[config.mk]
export PLATFORM = sky130hd
export DESIGN_NAME = reg_wb_queue
export DESIGN_NICKNAME = d
export VERILOG_FILES = /design/src/rtl/reg_wb_queue.sv
export SDC_FILE = /design/constraint.sdc
export NUM_CORES = 1
export LEC_CHECK = 0
export CORE_MARGIN = 1.5
export CORE_UTILIZATION = 57
export DETAILED_ROUTE_END_ITERATION = 12
export GPL_ROUTABILITY_DRIVEN = 0
export GPL_TIMING_DRIVEN = 0
export PLACE_DENSITY = 0.81
export SYNTH_ARGS = -nofsm -noshare
export SYNTH_HDL_FRONTEND = slang
export SYNTH_SLANG_ARGS = --single-unit
[constraint.sdc]
create_clock -name clk -period 4.75 [get_ports clk]
set_input_delay 1.1875 -clock clk [delete_from_list [all_inputs] [get_ports clk]]
set_output_delay 1.1875 -clock clk [all_outputs]
set_load 0.005 [all_outputs]
[src/rtl/reg_wb_queue.sv]
// reg_wb_queue: write-back FIFO between execute and the reg_general bank.
// Requests (addr,data) are queued and drained one per cycle as a registered
// one-hot load strobe plus data. Pending writes are forwarded newest-first
// to operand read logic.
module reg_wb_queue #(
    parameter int DATA_W   = 16,
    parameter int NUM_REGS = 8,
    parameter int ADDR_W   = 3,
    parameter int DEPTH    = 4
) (
    input  logic                      clk,
    input  logic                      rst,
    input  logic                      in_valid,
    input  logic [ADDR_W-1:0]         in_addr,
    input  logic [DATA_W-1:0]         in_data,
    output logic                      in_ready,
    input  logic                      hold,
    output logic [NUM_REGS-1:0]       ld_en,
    output logic [DATA_W-1:0]         wr_data,
    output logic [$clog2(DEPTH):0]    count,
    input  logic [ADDR_W-1:0]         rd_addr,
    output logic                      fwd_hit,
    output logic [DATA_W-1:0]         fwd_data
);

    localparam int PTR_W = $clog2(DEPTH);
    localparam int CNT_W = PTR_W + 1;

    logic [ADDR_W-1:0] mem_addr [DEPTH];
    logic [DATA_W-1:0] mem_data [DEPTH];
    logic [PTR_W-1:0]  rd_ptr;
    logic [PTR_W-1:0]  wr_ptr;
    logic              push;
    logic              pop;

    assign in_ready = (count < CNT_W'(DEPTH));
    assign push     = in_valid && in_ready;
    assign pop      = (count != '0) && !hold;

    // Queue storage; validity is tracked solely by count, so no reset needed.
    always_ff @(posedge clk) begin
        if (push) begin
            mem_addr[wr_ptr] <= in_addr;
            mem_data[wr_ptr] <= in_data;
        end
    end

    // Pointers and occupancy; pointers wrap naturally at DEPTH (power of 2).
    always_ff @(posedge clk or negedge rst) begin
        if (!rst) begin
            rd_ptr <= '0;
            wr_ptr <= '0;
            count  <= '0;
        end else begin
            if (push) wr_ptr <= wr_ptr + 1'b1;
            if (pop)  rd_ptr <= rd_ptr + 1'b1;
            case ({push, pop})
                2'b10:   count <= count + 1'b1;
                2'b01:   count <= count - 1'b1;
                default: count <= count;
            endcase
        end
    end

    // Output stage: one-cycle one-hot strobe per popped entry; data holds otherwise.
    always_ff @(posedge clk or negedge rst) begin
        if (!rst) begin
            ld_en   <= '0;
            wr_data <= '0;
        end else if (pop) begin
            ld_en   <= NUM_REGS'(1) << mem_addr[rd_ptr];
            wr_data <= mem_data[rd_ptr];
        end else begin
            ld_en   <= '0;
        end
    end

    // Forwarding: output stage is lowest priority; scanning the queue oldest
    // to newest lets later (newer) matches overwrite earlier ones.
    always_comb begin
        logic [PTR_W-1:0] idx;
        idx      = '0;
        fwd_hit  = 1'b0;
        fwd_data = '0;
        if (ld_en[rd_addr]) begin
            fwd_hit  = 1'b1;
            fwd_data = wr_data;
        end
        for (int unsigned i = 0; i < DEPTH; i++) begin
            idx = rd_ptr + PTR_W'(i);
            if ((CNT_W'(i) < count) && (mem_addr[idx] == rd_addr)) begin
                fwd_hit  = 1'b1;
                fwd_data = mem_data[idx];
            end
        end
    end

endmodule
==> flow_summary.ini, run 1 <==
[critical_path]
r2r_cells = 8
path_max_fanout = 10
cp_slowest_stage_delay_ps = 680
end_kind = output port
path_cells = buf_6 -> buf_8 -> clkbuf_1 -> clkbuf_1 -> mux4_2 -> o211ai_1 -> o221ai_1 -> clkdlybuf4s50_1
worstReg2RegEnd = count[2]
worstReg2RegStart = count[0]
path_class = reg2out
worstPathRequired_ps = 3560
slowest_stage = clkbuf_1
cp-startpoint = rd_ptr[1]
r2r_slack_ps = 2280
critPathArrivalTime_ps = 3510
crit_top_cell = clkbuf_1
crit_path_start_kind = flip-flop

[clock_network]
cts_htree_levels = 3
cts_tree = done
root_buffer = clkbuf_8
clock_latency_ps = 360
clockBufferDepth = 2
cts_sinks = 107
clk_pin_slew_ps = 100
numCtsBuffers = 9

[global_route]
grt_pass1_wl_mm = 22.59
antenna_found_initial = 0
gr-usage-all-layers_pct = 26.41
grt_max_degree = 32
grt-ovfl-total = 0
grt_pass1_vias = 4221

[sta]
hold_ws_ps = 569.3
hold_violations = 0
tns_ps = 0
clock.fmax_ghz = 0.2128
fin_skew_ps = 11.09
tightestPinTransition_ps = 1122
rsz0062_at_grt = false
finalSetupViolCount = 0
max_slew_margin_pct = 25.18
fin_crit_ps = 4698
slew_violations = 0
finalCritPeriodShare_pct = 98.91

[routing]
vias_per_cell = 6.716
drt_iter0_markers = 453
antenna_left = 0
drc = 0
via_count = 4251
wl_per_cell_um = 23.27
drt_wl_total_mm = 14.73
drt-pass1-iter-count = 5

[power_and_ir_drop]
leakage_nw = 2.743
p_total_mw = 4.834
power_frac_comb_pct = 59.4
ir_worst_vdd_mv = 0.3092
seqPwrFrac_pct = 29.1
intPower_mw = 3.022
p_clk_share_pct = 11.5
power_density_nw_per_um2 = 647.3
p_switching_mw = 1.812
swShare_pct = 37.48

[finish]
seqCellArea_um2 = 3058
drive_gt1_share_pct = 30.02
final_cell_mix = edfxtp_1, mux4_2, clkdlybuf4s50_1, dfrtp_1, nand2_1
final_util_pct = 68.89
layout_commonest_cell = edfxtp_1
num_antenna_cells = 0
fillers = 764
fin_nets = 524
multi_input_comb_area_um2 = 3045
area_delta_synth_final_pct = 18.20

[hold_path]
hp-start = wr_data[15]
holdPathEnd = wr_data[15]
whs_path_depth = 1
min-delay-path-class = reg2reg

[floorplanning]
core-area_um2 = 10840
ios = 71
die-area_um2 = 11730
die_w_um = 108.3
start_util_pct = 58.29
row_count = 38
die_h_um = 108.3

[yosys]
syn_area_per_cell_um2 = 15.56
synth_cell_types = 38
synth_top_area_cell = edfxtp_1
synth_cells = 406
synth-seq-cells = 107
async_flop_share_pct = 28.97
seq_area_frac_synth_pct = 48.40
syn_nets = 441
synth_edf_count = 76
synth_top_area_share_pct = 36.12
syn_area_um2 = 6319
ys.flop_type = edfxtp_1
synth_area_leaders = edfxtp_1, mux4_2, dfrtp_1, mux2_2, o221ai_1
ys_warn_count = 0

[placement]
dp_hpwl_mm = 10.04
port_buffers = 67

[flow_run]
maxCapViolCount = 0

[outcome]
status = finished, final reports clean
[critical path, delay by kind of cell (launching register included)]
family	cells	cell delay, ps
flops	1	370
mux	1	430
compound gates	2	380
buf+inv	5	1970
[repair_timing]
action | in CTS | in global routing
hold buffers | 0 | 0
cloned | 0 | 0
endpoints found under the setup margin | 17 | 14
gates resized for setup | 16 | 16
pin swaps | 2 | 1
buffers inserted | 5 | 0
[state kept, by name, indices dropped and copies added, names as in the netlist]
register / count
count: 3
ld_en: 8
mem_addr: 12
mem_data: 64
rd_ptr: 2
wr_data: 16
wr_ptr: 2
[layer usage]
metal / vias up / GRT usage (%) / wire length [um]
met4: 0 / 9.868 / 380
met3: 34 / 4.521 / 1136
li1: 1820 / - / -
met1: 2170 / 32.90 / 5437
met5: - / 0 / 0
met2: 227 / 46.52 / 7779
[worst max path at each step]
stage / endpoint / depth (start not counted)
4_1_cts: fwd_data[5] / 8
3_3_place_gp: fwd_data[5] / 9
3_5_place_dp: fwd_data[5] / 9
5_1_grt: fwd_data[2] / 8
2_1_floorplan: fwd_data[10] / 8
6_report: fwd_data[2] / 8
[power groups by stage]
stage                     registers (mW)  logic (mW)  clock network, mW
after CTS                           1.40        2.87              0.560
after global routing                1.44        3.06              0.598
after global placement              1.40        2.75                  0
after detailed placement            1.43        2.81                  0
after floorplan                     1.38        1.84                  0
final                               1.41        2.87              0.556
[cell type report]
| class | instances | share of cell area [%] |
|---|---|---|
| clock inverter | 5 | 0.8377 |
| multi-input combinational | 244 | 40.78 |
| sequential | 107 | 40.94 |
| buffer | 33 | 2.563 |
| timing repair buffer | 72 | 9.717 |
| inverter | 22 | 1.106 |
| tap | 140 | 2.345 |
| clock buffer | 10 | 1.709 |
[metrics by stage]
step | instance area (um^2) | setup WS [ps] | cells
after detailed placement | 7159 | -720.2 | 613
after CTS | 7425 | 12.28 | 633
final | 7468 | 51.75 | 633
after global placement | 7164 | -650.4 | 613
after floorplan | 6319 | 517.9 | 406
after global routing | 7468 | 7.315 | 633
[synth_stat cells (4+ instances only)]
| cell | n |
|---|---|
| edfxtp_1 | 76 |
| xnor2_1 | 11 |
| inv_1 | 22 |
| o211ai_1 | 18 |
| mux4_2 | 71 |
| dfrtp_1 | 31 |
| nor2_1 | 12 |
| ha_1 | 9 |
| clkbuf_1 | 17 |
| buf_1 | 5 |
| buf_2 | 5 |
| nand2b_1 | 4 |
| a221oi_1 | 7 |
| mux2i_1 | 10 |
| a221oi_2 | 9 |
| o221ai_1 | 16 |
| xor2_1 | 8 |
| mux2_2 | 18 |
| nand2_1 | 23 |
| and2_1 | 4 |
[logic make-up (layout without fill, tap and decap cells)]
group                      after synthesis  in the layout  share of synthesized area (%)
buffers and inverters                   55            142                          4.020
xor gates and xnor gates                19             19                          2.634
DFF                                    107            107                          48.40
AOI/OAI and AO/OA                       62             62                          8.931
and+or+nand+nor                         55             55                          4.138
adders and majority gates                9              9                          1.782
muxes                                   99             99                          30.10
No activity file was read; power rests on OpenSTA's default activity.
==> inputs of run 2 (changes only) <==
--- a/config.mk
+++ b/config.mk
@@ -5,12 +5,14 @@
 export SDC_FILE = /design/constraint.sdc
 export NUM_CORES = 1
 export LEC_CHECK = 0
+export CELL_PAD_IN_SITES_DETAIL_PLACEMENT = 0
+export CELL_PAD_IN_SITES_GLOBAL_PLACEMENT = 1
 export CORE_MARGIN = 1.5
-export CORE_UTILIZATION = 57
+export CORE_UTILIZATION = 48
 export DETAILED_ROUTE_END_ITERATION = 12
 export GPL_ROUTABILITY_DRIVEN = 0
 export GPL_TIMING_DRIVEN = 0
-export PLACE_DENSITY = 0.81
+export PLACE_DENSITY_LB_ADDON = 0.1
 export SYNTH_ARGS = -nofsm -noshare
 export SYNTH_HDL_FRONTEND = slang
 export SYNTH_SLANG_ARGS = --single-unit
==> run 2 against run 1 <==
  * Sequential cell count stayed put
  * Wire length is 4.1% higher
  * Hold slack worse by 15 ps
  * Fmax is 1.6% higher
  * Die area is 18% higher
  * Non-clock buffer count is 1 lower
  * Utilization is 8.7 points lower
  * Critical path depth stayed put
  * First-iteration DRC count is 38% lower
  * Global-route usage is 3.0 points lower
  * Clock power is 47% higher
  * Critical path type is now in2out
  * Critical endpoint is now fwd_data[12]
  * Highest routed layer unchanged
==> flow_summary.ini, run 2 (synthesis gave the netlist of run 1 again) <==
[sta]
fin_crit_ps = 4625
fin_skew_ps = 5.022
tightestPinTransition_ps = 1177
rsz0062_at_grt = true
max_slew_margin_pct = 21.52
clock.fmax_ghz = 0.2162
tns_ps = 0
hold_violations = 0
finalCritPeriodShare_pct = 97.37
hold_ws_ps = 554.4
finalSetupViolCount = 0
slew_violations = 0

[finish]
largest_reg_flops = 64
fillers = 1020
final_cell_mix = edfxtp_1, mux4_2, clkdlybuf4s50_1, dfrtp_1, nand2_1
top_regs = mem_data x64, wr_data x16, mem_addr x12
top_register = mem_data
layout_commonest_cell = edfxtp_1
fin_nets = 523
num_antenna_cells = 0
area_delta_synth_final_pct = 21.13
drive_gt1_share_pct = 30.63

[clock_network]
cts_tree = done
postCtsHoldBufs = 0
clock_latency_ps = 350
cts_sinks = 107
clockBufferDepth = 2
root_buffer = clkbuf_16
numCtsBuffers = 9
clk_pin_slew_ps = 70
cts_htree_levels = 3

[routing]
top_layer_used = met4
wl_per_cell_um = 23.07
route.met3.wl_um = 909
drt_wl_total_mm = 15.34
drt_iter0_markers = 283
met1_length_mm = 6.559
drt-pass1-iter-count = 5
vias_per_cell = 6.236
via_count = 4147
antenna_left = 0
drc = 0
route.met2.wl_mm = 7.685

[floorplanning]
die_h_um = 117.7
die-area_um2 = 13860
row_count = 41
core-area_um2 = 12720
die_w_um = 117.7
start_util_pct = 49.67
ios = 71

[critical_path]
path_max_fanout = 10
path_class = in2out
cp_slowest_stage_delay_ps = 540
path_cells = clkbuf_2 -> xor2_1 -> and3_1 -> o21ai_4 -> clkbuf_2 -> o211ai_1 -> o221ai_1 -> clkdlybuf4s50_1
crit_top_cell = clkbuf_2
crit_family = buffers and inverters
critPathArrivalTime_ps = 3440
end_kind = output port
worstPathRequired_ps = 3560
path_buf_inv = 3
crit_path_start_kind = primary input
slowest_stage = clkdlybuf4s50_1

[placement]
dp_hpwl_mm = 10.28
port_buffers = 67

[global_route]
gr-usage-all-layers_pct = 23.46
grt-ovfl-total = 0
grt_pass1_wl_mm = 24.07
grt_max_degree = 32
antenna_found_initial = 0
grt_pass1_vias = 4198

[outcome]
status = finished, final reports clean

[power_and_ir_drop]
power_density_nw_per_um2 = 669.6
ir_worst_vdd_mv = 0.2668
leakage_nw = 2.740

[hold_path]
min-delay-path-class = reg2reg

[flow_run]
maxCapViolCount = 0
## run 2: final timing paths
path	start	end	cells after the start	slack (ps)
max	rd_addr[0]	fwd_data[12]	8	130
min	wr_data[2]	wr_data[2]	1	550
max reg2reg	count[0]	count[2]	8	2230
min reg2reg	wr_data[2]	wr_data[2]	1	550
max in group asynchronous	rst	wr_data[8]	1	3340
min in group asynchronous	rst	ld_en[6]	1	920
## run 2: layer usage
layer  GRT usage (%)  up-vias
li1                -     1826
met5               0        -
met3           3.488       12
met4           6.555        0
met1           31.53     2140
met2           40.06      169
## run 2: worst register-to-register path: cells and delay by family (launching register included)
kind                       cells  cell delay [ps]
buffers and inverters          2              660
adders and majority gates      2              530
and+or+nand+nor                1               70
AOI/OAI and AO/OA              1              310
muxes                          1              210
xor gates and xnor gates       1              120
DFF                            1              510
## run 2: through the flow
step	cell area [um^2]	std cells	util, %	worst slack (ps)	total power [mW]
floorplan	6319	406	-	517.9	3.223
global placement	7204	645	56.63	-901.6	4.234
detailed placement	7199	645	56.59	-916.2	4.272
CTS	7610	665	59.82	14.12	5.144
global route	7654	665	60.16	-23.37	5.439
finish	7654	665	60.16	125.0	5.125
## run 2: layout make-up
class | instances | area, um^2 | area share (%)
multi-input combinational | 244 | 3065 | 40.05
sequential | 107 | 3058 | 39.95
clock buffer | 12 | 246.5 | 3.221
tap | 172 | 215.2 | 2.812
timing repair buffer | 72 | 713.2 | 9.318
clock inverter | 4 | 76.32 | 0.9972
inverter | 22 | 82.58 | 1.079
buffer | 32 | 196.4 | 2.567
## run 2: timing repair
action                     CTS  global route
setup endpoints to repair   17            15
hold endpoints to repair     0             0
gates resized for setup     19            16
pin swaps                    2             2
buffers inserted             5             0
## run 2: power breakdown
part | leakage (nW) | internal, mW | total, mW | switching, mW
Sequential | 1.07 | 1.22 | 1.40 | 0.180
Clock | 0.153 | 0.478 | 0.817 | 0.338
Combinational | 1.52 | 1.58 | 2.90 | 1.33
Total | 2.74 | 3.28 | 5.12 | 1.85
==> inputs of run 3 (changes only) <==
==> constraint.sdc (replaced) <==
create_clock -name clk -period 4.75 [get_ports clk]
set_input_delay 1.1875 -clock clk [delete_from_list [all_inputs] [get_ports clk]]
set_output_delay 1.1875 -clock clk [all_outputs]
set_load 0.1 [all_outputs]
==> run 3 against run 2 <==
  * First-iteration DRC count rose by 21%
  * Die area did not move
  * Clock-buffer cell count unchanged
  * Global-route usage is 0.069 points higher
  * Sequential cell count stayed put
  * Cell count rose by 0.15%
  * Critical endpoint is now fwd_data[15]
==> flow_summary.ini, run 3 (synthesis gave the netlist of run 1 again) <==
[clock_network]
postCtsHoldBufs = 0
clockBufferDepth = 2
cts_htree_levels = 3
clock_latency_ps = 360
clk_pin_slew_ps = 70
numCtsBuffers = 9
cts_sinks = 107
cts_tree = done
root_buffer = clkbuf_16

[finish]
drive_gt1_share_pct = 35.83
layout_commonest_cell = edfxtp_1
num_antenna_cells = 0
fin_nets = 524
final_cell_mix = edfxtp_1, mux4_2, clkdlybuf4s50_1, dfrtp_1, nand2_1
largest_reg_flops = 64
top_register = mem_data
top_regs = mem_data x64, wr_data x16, mem_addr x12
area_delta_synth_final_pct = 22.38

[routing]
drt_iter0_markers = 342
wl_per_cell_um = 23.06
drt_wl_total_mm = 15.36
drc = 0
via_count = 4121
drt-pass1-iter-count = 5
antenna_left = 0
vias_per_cell = 6.188

[sta]
finalSetupViolCount = 0
tightestPinTransition_ps = 1245
hold_violations = 0
max_slew_margin_pct = 17.03
rsz0062_at_grt = true
clock.fmax_ghz = 0.2135
fin_skew_ps = 8.576
setup_slack_ps = 65.11
tns_ps = 0
slew_violations = 0
finalCritPeriodShare_pct = 98.63
fin_crit_ps = 4685

[floorplanning]
ios = 71
die-area_um2 = 13860
die_h_um = 117.7
start_util_pct = 49.67
row_count = 41
die_w_um = 117.7
core-area_um2 = 12720

[placement]
dp_slack_ps = -1705
port_buffers = 67
dp_hpwl_mm = 10.32

[critical_path]
path_max_fanout = 9
path_class = in2out
worstPathRequired_ps = 3560
crit_path_start_kind = primary input
critPathArrivalTime_ps = 3500
end_kind = output port
r2r_slack_ps = 2280

[global_route]
grt_pass1_vias = 4350
antenna_found_initial = 0
grt_pass1_wl_mm = 24.23
gr-usage-all-layers_pct = 23.53
grt-ovfl-total = 0
grt_max_degree = 32

[outcome]
status = finished, final reports clean

[hold_path]
min-delay-path-class = reg2reg

[flow_run]
maxCapViolCount = 0
-- run 3: area by class of cell --
cell class	count	area (um^2)
multi-input combinational	244	3201
tap	172	215.2
inverter	22	82.58
fill	1037	4990
clock buffer	12	256.5
buffer	33	193.9
sequential	107	3058
clock inverter	4	72.57
timing repair buffer	72	653.1
-- run 3: timing repair --
action / in CTS / in global routing
pin swaps: 2 / 0
cloned: 0 / 0
setup buffers: 5 / 0
gates resized for setup: 89 / 24
endpoints found under the setup margin: 17 / 17
-- run 3: per-layer routing --
metal	track usage, %	vias up	share of wire (%)
li1	-	1822	-
met1	30.67	2135	41
met2	39.73	146	51
met3	4.167	18	5.5
met4	8.765	0	1.9
met5	0	-	0
-- run 3: critical path: stages --
cell and delay, ps:
clkbuf_2 190, nand2b_1 190, mux2_2 290, a2111oi_4 360, buf_4 200, nor2_4 70, a221oi_1 330, o221ai_1 170
clkdlybuf4s15_2 500
-- run 3: stage by stage --
step                      hold slack (ps)  util (%)  std cells  instance area [um^2]
final                               550.3     60.78        666                  7732
after global routing                567.4     60.78        666                  7732
after CTS                           549.7     60.66        666                  7717
after detailed placement            534.7     57.88        645                  7363
after global placement              536.6     57.92        645                  7368
after floorplan                     579.6         -        406                  6482
-- run 3: path summary, 6_finish.rpt --
check                                    end        start  cells after the start
worst max-delay path            fwd_data[15]   rd_addr[2]                      9
worst min-delay path             wr_data[15]  wr_data[15]                      1
worst max register to register      count[2]     count[0]                      8
worst min register to register   wr_data[15]  wr_data[15]                      1
max in group asynchronous         wr_data[6]          rst                      1
min in group asynchronous           ld_en[0]          rst                      1
Power of run 3 is left out: the tool's default activity adds up to more than one toggle a clock period on the data nets, which glitch-free logic cannot reach.
